==> src/rtl/icap_write_sequencer_if.sv <==
// FIFO read port and ICAP write port bundled between the sequencer and its neighbours.
// master = sequencer side, slave = FIFO/ICAP side.
interface icap_write_sequencer_if #(
    parameter int DATA_SIZE  = 256,
    parameter int ICAP_WIDTH = 32
);
    logic                  fifo_empty;
    logic                  fifo_rd_en;
    logic [DATA_SIZE-1:0]  fifo_data;
    logic [ICAP_WIDTH-1:0] icap_data;
    logic                  icap_csib;
    logic                  icap_rdwrb;

    modport master (
        input  fifo_empty, fifo_data,
        output fifo_rd_en, icap_data, icap_csib, icap_rdwrb
    );

    modport slave (
        output fifo_empty, fifo_data,
        input  fifo_rd_en, icap_data, icap_csib, icap_rdwrb
    );
endinterface

==> src/rtl/icap_write_sequencer.sv <==
// Drains wide configuration words from the bitstream FIFO and writes each one to
// the ICAP as consecutive 32-bit beats, with stall supervision and abort.
module icap_write_sequencer #(
    parameter int DATA_SIZE   = 256,
    parameter int ICAP_WIDTH  = 32,
    parameter int BITSWAP     = 1,
    parameter int STALL_LIMIT = 1023
) (
    input  logic                    clock,
    input  logic                    reset,
    input  logic                    start,
    input  logic [31:0]             word_count,
    input  logic                    abort,
    icap_write_sequencer_if.master  bus,
    output logic                    busy,
    output logic                    done,
    output logic                    error,
    output logic [31:0]             words_sent
);
    localparam int BEATS = DATA_SIZE / ICAP_WIDTH;
    localparam int BW    = $clog2(BEATS);
    localparam int SW    = $clog2(STALL_LIMIT + 1);

    typedef enum logic [2:0] {IDLE, REQ, LATCH, SHIFT, FINISH} state_t;

    state_t                state, state_n;
    logic [DATA_SIZE-1:0]  shreg, shreg_n;
    logic [31:0]           remaining, remaining_n, words_sent_n;
    logic [BW-1:0]         beat, beat_n;
    logic [SW-1:0]         stall, stall_n;
    logic                  rd_en_n, csib_n, busy_n, done_n, error_n;
    logic [ICAP_WIDTH-1:0] data_n, beat_word, beat_swapped;

    // The shift register is consumed from the bottom, so the current beat is always the low slice.
    assign beat_word = shreg[ICAP_WIDTH-1:0];

    always_comb begin
        beat_swapped = beat_word;
        if (BITSWAP != 0) begin
            for (int b = 0; b < ICAP_WIDTH / 8; b++)
                for (int i = 0; i < 8; i++)
                    beat_swapped[8*b+i] = beat_word[8*b+7-i];
        end
    end

    always_comb begin
        state_n      = state;
        shreg_n      = shreg;
        remaining_n  = remaining;
        words_sent_n = words_sent;
        beat_n       = beat;
        stall_n      = stall;
        rd_en_n      = 1'b0;
        csib_n       = 1'b1;
        data_n       = bus.icap_data;
        busy_n       = busy;
        done_n       = 1'b0;
        error_n      = error;

        case (state)
            IDLE: begin
                if (start) begin
                    error_n      = 1'b0;
                    words_sent_n = 32'd0;
                    if (word_count != 32'd0) begin
                        remaining_n = word_count;
                        stall_n     = '0;
                        busy_n      = 1'b1;
                        state_n     = REQ;
                    end else begin
                        done_n = 1'b1;
                    end
                end
            end
            REQ: begin
                if (!bus.fifo_empty) begin
                    rd_en_n = 1'b1;
                    stall_n = '0;
                    state_n = LATCH;
                end else if (stall == SW'(STALL_LIMIT - 1)) begin
                    error_n = 1'b1;
                    busy_n  = 1'b0;
                    stall_n = '0;
                    state_n = IDLE;
                end else begin
                    stall_n = stall + SW'(1);
                end
            end
            LATCH: begin
                shreg_n = bus.fifo_data;
                beat_n  = '0;
                state_n = SHIFT;
            end
            SHIFT: begin
                csib_n  = 1'b0;
                data_n  = beat_swapped;
                shreg_n = shreg >> ICAP_WIDTH;
                beat_n  = beat + BW'(1);
                if (beat == BW'(BEATS - 1)) begin
                    if (words_sent != '1)
                        words_sent_n = words_sent + 32'd1;
                    remaining_n = remaining - 32'd1;
                    state_n     = (remaining == 32'd1) ? FINISH : REQ;
                end
            end
            FINISH: begin
                done_n  = 1'b1;
                busy_n  = 1'b0;
                state_n = IDLE;
            end
            default: state_n = IDLE;
        endcase

        // Abort overrides everything, including a coincident stall timeout or word completion.
        if (abort && state != IDLE) begin
            state_n      = IDLE;
            rd_en_n      = 1'b0;
            csib_n       = 1'b1;
            error_n      = 1'b1;
            busy_n       = 1'b0;
            done_n       = 1'b0;
            stall_n      = '0;
            words_sent_n = words_sent;
            remaining_n  = remaining;
        end
    end

    always_ff @(posedge clock) begin
        if (reset) begin
            state          <= IDLE;
            shreg          <= '0;
            remaining      <= 32'd0;
            words_sent     <= 32'd0;
            beat           <= '0;
            stall          <= '0;
            bus.fifo_rd_en <= 1'b0;
            bus.icap_csib  <= 1'b1;
            bus.icap_rdwrb <= 1'b1;
            bus.icap_data  <= '0;
            busy           <= 1'b0;
            done           <= 1'b0;
            error          <= 1'b0;
        end else begin
            state          <= state_n;
            shreg          <= shreg_n;
            remaining      <= remaining_n;
            words_sent     <= words_sent_n;
            beat           <= beat_n;
            stall          <= stall_n;
            bus.fifo_rd_en <= rd_en_n;
            bus.icap_csib  <= csib_n;
            bus.icap_rdwrb <= ~busy_n;
            bus.icap_data  <= data_n;
            busy           <= busy_n;
            done           <= done_n;
            error          <= error_n;
        end
    end
endmodule
==> src/flat_wrapper.sv <==
// flat-port wrapper written by rule: the top's interface ports become plain ports
module icap_write_sequencer_flat 
#(
    parameter int DATA_SIZE   = 256,
    parameter int ICAP_WIDTH  = 32,
    parameter int BITSWAP     = 1,
    parameter int STALL_LIMIT = 1023
)
  (clock, reset, start, word_count, abort, busy, done, error, words_sent, bus_fifo_empty, bus_fifo_data, bus_fifo_rd_en, bus_icap_data, bus_icap_csib, bus_icap_rdwrb);
  icap_write_sequencer_if #(.DATA_SIZE(DATA_SIZE), .ICAP_WIDTH(ICAP_WIDTH)) bus_i ();
  input  logic clock;
  input  logic reset;
  input  logic start;
  input  logic [31:0] word_count;
  input  logic abort;
  output logic busy;
  output logic done;
  output logic error;
  output logic [31:0] words_sent;
  input wire logic [$bits(bus_i.fifo_empty)-1:0] bus_fifo_empty;
  input wire logic [$bits(bus_i.fifo_data)-1:0] bus_fifo_data;
  output wire logic [$bits(bus_i.fifo_rd_en)-1:0] bus_fifo_rd_en;
  output wire logic [$bits(bus_i.icap_data)-1:0] bus_icap_data;
  output wire logic [$bits(bus_i.icap_csib)-1:0] bus_icap_csib;
  output wire logic [$bits(bus_i.icap_rdwrb)-1:0] bus_icap_rdwrb;
  assign bus_i.fifo_empty = bus_fifo_empty;
  assign bus_i.fifo_data = bus_fifo_data;
  assign bus_fifo_rd_en = bus_i.fifo_rd_en;
  assign bus_icap_data = bus_i.icap_data;
  assign bus_icap_csib = bus_i.icap_csib;
  assign bus_icap_rdwrb = bus_i.icap_rdwrb;
  icap_write_sequencer #(.DATA_SIZE(DATA_SIZE), .ICAP_WIDTH(ICAP_WIDTH), .BITSWAP(BITSWAP), .STALL_LIMIT(STALL_LIMIT)) u_core (.clock(clock), .reset(reset), .start(start), .word_count(word_count), .abort(abort), .bus(bus_i), .busy(busy), .done(done), .error(error), .words_sent(words_sent));
endmodule
==> config.mk <==
export PLATFORM = sky130hd
export DESIGN_NAME = icap_write_sequencer_flat
export DESIGN_NICKNAME = d
export VERILOG_FILES = /design/src/rtl/icap_write_sequencer_if.sv /design/src/rtl/icap_write_sequencer.sv /design/src/flat_wrapper.sv
export SDC_FILE = /design/constraint.sdc
export NUM_CORES = 1
export LEC_CHECK = 0
export ABC_AREA = 1
export CAP_MARGIN = 20
export CORE_MARGIN = 2
export CORE_UTILIZATION = 40
export DETAILED_ROUTE_END_ITERATION = 12
export GPL_TIMING_DRIVEN = 0
export PLACE_DENSITY = 0.74
export SYNTH_ARGS = -nofsm -noshare
export SYNTH_HDL_FRONTEND = slang
export SYNTH_SLANG_ARGS = --single-unit
==> constraint.sdc <==
create_clock -name clock -period 2 [get_ports clock]
set_input_delay 0.6 -clock clock [delete_from_list [all_inputs] [get_ports clock]]
set_output_delay 0.6 -clock clock [all_outputs]
set_load 0.05 [all_outputs]
==> results of run 1 <==
==> cell usage in the layout (no fill, tap or decap), drive strengths merged, types with 2 or more instances in the layout <==
cell type / synthesis / routed
clkbuf: 93 / 164
or2: 2 / 2
bufinv: 0 / 3
a21oi: 89 / 89
buf: 56 / 94
clkinv: 0 / 2
nand2: 385 / 385
xor2: 18 / 18
clkdlybuf4s15: 0 / 44
o221ai: 224 / 224
diode: 0 / 6
nor2: 705 / 705
o21ai: 70 / 71
nand3b: 2 / 2
inv: 92 / 95
nand3: 70 / 70
dfxtp: 374 / 374
xnor2: 5 / 5
o21bai: 5 / 5
ha: 7 / 7
clkdlybuf4s50: 0 / 291
nand4: 20 / 20
and2: 2 / 2
nor3: 24 / 24
==> path summary, 6_finish.rpt <==
path,start,to,cells past startpoint
worst min register to register,u_core.beat[0]$_SDFFE_PP0P_,u_core.beat[0]$_SDFFE_PP0P_,1
worst max-delay path,u_core.words_sent[2]$_SDFFE_PP0P_,words_sent[2],1
worst min-delay path,u_core.beat[0]$_SDFFE_PP0P_,u_core.beat[0]$_SDFFE_PP0P_,1
worst max register to register,u_core.words_sent[1]$_SDFFE_PP0P_,u_core.words_sent[30]$_SDFFE_PP0P_,12
==> cells by family after synthesis <==
logic type,synth area share (%)
buffers and inverters,6.07
and+or+nand+nor,29.2
AOI/OAI and AO/OA,17.3
xor gates and xnor gates,1.23
DFF,45.7
adders and majority gates,0.534
==> sequential cells by signal (all words and copies together), names as in the netlist <==
| signal | count |
|---|---|
| u_core.beat | 3 |
| u_core.bus.fifo_rd_en | 1 |
| u_core.bus.icap_csib | 1 |
| u_core.bus.icap_data | 32 |
| u_core.bus.icap_rdwrb | 1 |
| u_core.busy | 1 |
| u_core.done | 1 |
| u_core.error | 1 |
| u_core.remaining | 32 |
| u_core.shreg | 256 |
| u_core.stall | 10 |
| u_core.state | 3 |
| u_core.words_sent | 32 |
==> report_power, final <==
group	switching [W]	internal [W]	total, W
logic	0.00556	0.00346	0.00903
registers	0.00120	0.00889	0.0101
clock network	0.00318	0.00475	0.00793
==> through the flow <==
| step | TNS, ps | cell area [um^2] | worst slack, ps |
|---|---|---|---|
| 2_1_floorplan | 0 | 16400 | 15.1 |
| 3_3_place_gp | -321350 | 20700 | -1470 |
| 3_5_place_dp | -325500 | 20700 | -1490 |
| 4_1_cts | -21.8 | 22200 | -10.1 |
| 5_1_grt | -550 | 22600 | -52.0 |
| 6_report | 0 | 22700 | 30.2 |
==> routing by layer <==
layer  GRT usage [%]  part of all wire (%)  up-vias
met2            47.7                    46      786
met1            38.4                    43     8100
met4            13.1                   4.5        4
met3            5.08                   7.0      161
li1                -                     -     8466
met5               0                 0.029        -
==> synthesized netlist by cell type <==
library cell / n
nand3_2: 1
o21ai_0: 65
o221ai_1: 224
nor2_2: 4
nor3_1: 23
buf_6: 5
nor3_2: 1
clkbuf_1: 93
buf_1: 13
or2_2: 1
inv_2: 6
buf_2: 36
and2_1: 2
nor2_1: 698
nand2_1: 380
a21oi_2: 1
nand3b_1: 2
buf_4: 2
a22o_1: 1
o21bai_1: 5
or2_4: 1
a31oi_1: 1
nor2_4: 3
a21oi_1: 87
nand4_1: 20
inv_1: 86
o21ai_1: 3
a21o_1: 1
nand3_1: 69
a21oi_4: 1
o21ai_2: 2
ha_1: 7
dfxtp_1: 374
xor2_1: 18
nand2_2: 5
xnor2_1: 5
==> cell type report <==
type                    count  area (um^2)  area share, %
multi-input cells        1632         8170           36.1
flip-flops and latches    374         7510           33.1
repair buffers            385         3760           16.6
clock buffers              60         1260           5.56
plain buffers             149          787           3.47
well taps                 532          666           2.94
inverters                  92          348           1.54
clock inverters             8          141          0.624
diodes                      6         15.0         0.0663
==> what timing repair did <==
item	in CTS	in global routing
gates resized for setup	314	111
gates cloned	0	4
pin swaps	2	16
buffers inserted	4	16
setup endpoints to repair	381	277
endpoints found under the hold margin	0	0
==> metrics.md, run 1 <==
| Metric | Value |
|---|---|
| Status | complete, no violations |
| Routed wire length per instance | 20.1 um |
| Clock root buffer | clkbuf_16 |
| Fin crit share | 98.5% |
| Cell Pwr Density | 1190 nW/um^2 |
| First-pass GRT wire length | 95800 um |
| Fin. Hold Viols | 0 |
| Die Area | about 43000 um^2 |
| Startpoint types | flip-flop |
| Routed Antenna Nets | 0 |
| Number of synthesized register bits | approximately 370 |
| Skew-Pair Late Insertion Delay | 580 ps |
| CTS tree | yes |
| Register area share after synthesis | between 40 and 50% |
| Row count | 74 |
| Io pins | around 360 |
| Std-Cell Core Area | between 40000 and 50000 um^2 |
| RSZ-0062 raised after global routing | true |
| Slew HR | a little under three fifths |
| P_leak | around 9 nW |
| Worst reg-to-reg setup slack | 50 ps |
| Initial core utilization | 40.3% |
| Clock buffer depth | 3 |
| DP Cell Count | between 3000 and 4000 |
| Detailed Route WL | 64900 um |
| Vias per cell | roughly 5.4 |
| Max-slew violation count | 0 |
| Max cap viols | 0 |
| Post-synth design cell area | approximately 16000 um^2 |
| Filler cells | 3793 |
| Pre-antenna DRT Iters | 5 |
| GP Congestion | 0.924 |
| Post-layout instance count excluding filler cells | about 3200 |
| Unique masters post-synth | 36 |
| Area delta synth->final | 38.2% |
| Top cells by area, synth | dfxtp_1 (46%), nor2_1 (16%), o221ai_1 (12%) |
| Post-synth top area share | a little under half |
| Crit path largest cell delay | around 400 ps |
| CTS H-tree lvls | 2 |
| CTS Buf Count | 42 |
| 1st-iter DRT viols | about 1600 |
| CP delay by family, top | flip-flops |
| Worst-path maximum fanout | 5 |
| Hold Slack | ~450 ps |
| Cell Chain, Critical Path | clkdlybuf4s15_2 |
| CP arrival | around 1400 ps |
| Hold-fix buffers, CTS | 0 |
| Total chip power | about 0.027 W |
| Largest net degree at the start of global routing | 14 |
| DR vias | roughly 18000 |
| Kind of critical path | flip-flop to primary output |
| Share of layout cells above drive strength 1 | between 10% and 20% |
| Global-route usage over all layers | around 29% |
| Cell taking the most area after synthesis | dfxtp_1 |
| Post-layout util | between 50% and 60% |
| Syn nets | ~2500 |
| Minimum clock period | roughly 2000 ps |
| # port buffers | ~360 |
| Post-Syn Instances | 2246 |
| Setup violators final | 0 |
| Final #Nets | between 2000 and 3000 |
| Die X | between 200 and 250 um |
| Die Ht | about 210 um |
| Crit path capture type | primary output |
| FMAX | just over 0.5 GHz |
| Slowest cell on the critical path | dfxtp_2 |
| Clk_skew | between 20 and 25 ps |
| Grt ovf | 0 |
| Worst VDD drop | 720 uV |
| Slew @ Worst Pin | about 640 ps |
| Min-delay worst type | flip-flop to flip-flop |
| Yosys warnings | 0 |
| Clock Sinks | about 370 |
| Drc violations | 0 |
| Avg Cell Area, Syn | approximately 7.3 um^2 |
| Post-DP HPWL | 50300 um |
| Initial antenna violation count | 8 |
| CP Buf/Inv Count | 1 |
| Clock transition at the registers of the reported paths | 60 ps |
| Worst endpoint required time | about 1400 ps |
| Vias in the first global route | roughly 17000 |
(Power assumes the default switching activity.)
==> inputs of run 2 (changes only) <==
--- a/config.mk
+++ b/config.mk
@@ -5,13 +5,13 @@
 export SDC_FILE = /design/constraint.sdc
 export NUM_CORES = 1
 export LEC_CHECK = 0
-export ABC_AREA = 1
 export CAP_MARGIN = 20
 export CORE_MARGIN = 2
 export CORE_UTILIZATION = 40
 export DETAILED_ROUTE_END_ITERATION = 12
 export GPL_TIMING_DRIVEN = 0
 export PLACE_DENSITY = 0.74
+export SLEW_MARGIN = 20
 export SYNTH_ARGS = -nofsm -noshare
 export SYNTH_HDL_FRONTEND = slang
 export SYNTH_SLANG_ARGS = --single-unit
==> run 2 against run 1 <==
Against the previous run: the run now ends with setup timing left; power decreased by 12%; first-iteration DRC count decreased by 34%; sequential power decreased by 11%; routed wire length decreased by 12%; maximum frequency decreased by 15%; flip-flop and latch count unchanged; area after synthesis increased by 1.4%; non-clock buffer count increased by 21; clock power decreased by 4.7%; critical path depth increased by 6; clock skew decreased by 7.1 ps; cell count decreased by 10%; critical path type is now flip-flop to flip-flop; largest cell class unchanged.
==> metrics.md, run 2 <==
| Metric | Value |
|---|---|
| Setup violators final | 13 (+13) |
| Cell taking the most area after synthesis | dfxtp_1 |
| Switching pwr | 0.00781 W (-21%) |
| Die X | 208 um (+0.67%) |
| Io pins | 363 (unchanged) |
| Post-synth design cell area | 16600 um^2 (+1.4%) |
| Pre-antenna DRT Iters | 5 (unchanged) |
| Max-slew violation count | 0 (unchanged) |
| Internal | 0.0161 W (-6.0%) |
| Post-Syn Instances | 1896 (-16%) |
| Final setup TNS | -1890 ps (-1890 ps) |
| Worst reg-to-reg setup slack | -320 ps (-370 ps) |
| Fin. Hold Viols | 0 (unchanged) |
| Hold-fix buffers, CTS | 0 (unchanged) |
| Power share of the clock group | 31.7% (+2.4 points) |
| Hold Slack | 431 ps (-16.2 ps) |
| Slew @ Worst Pin | 852 ps (+208 ps) |
| Detailed Route WL | 57400 um (-12%) |
| Minimum clock period | 2320 ps (+346 ps) |
| Most flop-heavy register | u_core.shreg |
| Seq pwr share | 37.6% (+0.3 points) |
| Met3 Use GR | 6.16% (+1.1 points) |
| Routed wire length per instance | 19.7 um (-1.6%) |
| CTS tree | yes |
| Routed Antenna Nets | 0 (unchanged) |
| Avg Cell Area, Syn | 8.77 um^2 (+20%) |
| Startpoint types | flip-flop |
| FFs w/ async S/R, synth | 0% (unchanged) |
| Pre-CTS setup slack | -1370 ps (+120 ps) |
| Hold Path End | u_core.remaining[21]$_SDFFE_PP0P_ |
| Max reg flops | 256 (unchanged) |
| Worst-path maximum fanout | 4 (-1) |
| Cell Pwr Density | 1010 nW/um^2 (-15%) |
| FMAX | 0.432 GHz (-15%) |
| Status | finished with violations |
| Clk_skew | 16.5 ps (-7.14 ps) |
| Die Ht | 208 um (+0.67%) |
| Most common cell after layout, fill and taps aside | dfxtp_1 |
| Die Area | 43200 um^2 (+1.3%) |
| R2R cell count | 7 (-5) |
| Min-Delay Path Depth | 5 (+4) |
| Unique masters post-synth | 59 (+64%) |
| Design area | 23600 um^2 (+4.3%) |
| Min-delay src | word_count[21] |
| Failing checks | setup timing |
| Kind of critical path | flip-flop to flip-flop |
| Filler cells | 3601 (-5.1%) |
| Grt met1 use | 31.3% (-7.1 points) |
| Crit path capture type | flip-flop |
| # port buffers | 361 (-0.28%) |
| Post-DP HPWL | 44000 um (-12%) |
| CTS Buf Count | 42 (unchanged) |
| Worst R2R End | u_core.remaining[26]$_SDFFE_PP0P_ |
| Clock transition at the registers of the reported paths | 60 ps (about the same) |
| Sw frac | 32.7% (-4.1 points) |
| Reg2reg start | u_core.remaining[15]$_SDFFE_PP0P_ |
| CTS H-tree lvls | 2 (unchanged) |
| Area delta synth->final | 42.2% |
| Layer with the highest usage | met2 |
| 1st-iter DRT viols | 1055 (-34%) |
| Share of layout cells above drive strength 1 | 17.1% (+4.9 points) |
| Grt ovf | 0 (unchanged) |
| Worst endpoint required time | 2430 ps (+1030 ps) |
| Top cells by area, synth | dfxtp_1 (45%), mux2i_1 (14%), a211oi_1 (10%) |
| Clock buffer depth | 3 (unchanged) |
| RSZ-0062 raised after global routing | true |
| Post-synth top area share | 45.1% (-0.62 points) |
| Number of synthesized register bits | 374 (unchanged) |
| Final #Nets | 2635 (-11%) |
| GR Util met2 | 43.5% (-4.2 points) |
| Post-layout util | 57.7% (+2.0 points) |
| Top_reg_cell synth | dfxtp_1 |
| Syn nets | 2196 (-14%) |
| Vias in the first global route | 15400 (-7.7%) |
| Slack of the critical path | -315 ps (-346 ps) |
| EDFF count, synth | 0 (unchanged) |
| Slew HR | 43.2% (-14 points) |
| Max cap viols | 0 (unchanged) |
| Initial antenna violation count | 13 (+5) |
| Largest net degree at the start of global routing | 14 (unchanged) |
| CP arrival | 2740 ps (+1370 ps) |
| Row count | 74 (unchanged) |
| Initial core utilization | 40.6% (+0.27 points) |
| P_leak | 8.48 nW (-8.3%) |
| Register area share after synthesis | 45.1% (-0.62 points) |
| Comb pwr share | 30.7% (-2.7 points) |
| Std-Cell Core Area | 40900 um^2 (+0.68%) |
| Clock root buffer | clkbuf_16 |
| Drc violations | 0 (unchanged) |
| Global-route usage over all layers | 25.4% (-4.1 points) |
| Worst VDD drop | 610 uV (-15%) |
| First-pass GRT wire length | 87200 um (-9.0%) |
| Commonest non-fill, non-tap cells in the layout | dfxtp_1 (337), nor2_1 (289), clkdlybuf4s50_1 (258) |
| Min-delay worst type | input port to flip-flop |
| GP Congestion | 0.900 (-2.6%) |
| Most frequent cells after synthesis | dfxtp_1 (374), nor2_1 (290), mux2i_1 (225), a211oi_1 (224), nand2_1 (181) |
| Vias per cell | 5.38 (-0.52%) |
| DR vias | 15700 (-11%) |
| DP Area | 21200 um^2 (+2.2%) |
| Fin crit share | 116% (+17 points) |
| Most frequent cell after synthesis | dfxtp_1 |
| Skew-Pair Late Insertion Delay | 570 ps (about the same) |
| Clock Sinks | 374 (unchanged) |
| Yosys warnings | 0 (unchanged) |
## run 2: power groups by stage
stage | clock network (W) | logic [W] | registers (W)
final | 0.00756 | 0.00734 | 0.00898
after global routing | 0.00798 | 0.00796 | 0.00908
after CTS | 0.00765 | 0.00708 | 0.00895
after detailed placement | 0 | 0.00664 | 0.00910
after global placement | 0 | 0.00652 | 0.00906
after floorplan | 0 | 0.00451 | 0.00900
## run 2: critical path, stage by stage, from the launching register on
cell     delay (ps)
dfxtp_2         330
or4_4           570
nor4_4          250
buf_4           180
nand3_4          70
or4_4           530
a21oi_4         170
o22ai_2          70
## run 2: cell type report
| type | count | area, um^2 | area share [%] |
|---|---|---|---|
| Timing Repair Buffer | 401 | 4110 | 17.4 |
| Clock buffer | 66 | 1280 | 5.43 |
| Antenna cell | 12 | 30.0 | 0.127 |
| Buffer | 154 | 860 | 3.64 |
| Multi-Input combinational cell | 1348 | 8990 | 38.0 |
| Clock inverter | 9 | 71.3 | 0.302 |
| Inverter | 14 | 52.6 | 0.222 |
| Tap cell | 532 | 666 | 2.82 |
| Sequential cell | 374 | 7570 | 32.0 |
## run 2: how the worst max path moves through the flow
stage / slack [ps] / endpoint / cells past startpoint / from
2_1_floorplan: -170 / u_core.remaining[26]$_SDFFE_PP0P_ / 6 / u_core.remaining[11]$_SDFFE_PP0P_
3_3_place_gp: -1370 / u_core.shreg[223]$_SDFFE_PP0P_ / 6 / u_core.state[1]$_SDFFE_PP0P_
3_5_place_dp: -1370 / u_core.shreg[3]$_SDFFE_PP0P_ / 6 / u_core.state[1]$_SDFFE_PP0P_
4_1_cts: -330 / u_core.state[0]$_SDFFE_PP0P_ / 9 / u_core.remaining[14]$_SDFFE_PP0P_
5_1_grt: -380 / u_core.remaining[26]$_SDFFE_PP0P_ / 7 / u_core.remaining[15]$_SDFFE_PP0P_
6_report: -320 / u_core.remaining[26]$_SDFFE_PP0P_ / 7 / u_core.remaining[15]$_SDFFE_PP0P_
## run 2: what timing repair did
action / in CTS / in global routing
gates cloned: 3 / 1
gates resized for setup: 377 / 159
pin swaps: 28 / 52
setup endpoints to repair: 439 / 343
setup buffers: 21 / 17
## run 2: kinds of logic (layout without fill, tap and decap cells)
kind of cell	count (synthesis)	in the layout	share of synthesized area (%)
flops	374	374	45.1
fa+ha+maj	7	7	0.527
compound gates	445	445	17.7
mux	226	226	13.6
other cells	0	12	0
xor+xnor	33	33	1.74
buf+inv	174	644	3.97
simple gates	637	637	17.4
## run 2: routing by layer
layer	vias up	wire (um)	part of all wire, %
met5	-	25	0.044
met4	4	1770	3.1
met3	108	4120	7.2
met2	510	27300	48
met1	7336	24200	42
li1	7702	-	-
## run 2: stage by stage
step / total power, W / cells
6_report: 0.0239 / 2910
5_1_grt: 0.0250 / 2907
4_1_cts: 0.0237 / 2886
3_5_place_dp: 0.0157 / 2789
3_3_place_gp: 0.0156 / 2789
2_1_floorplan: 0.0135 / 1896
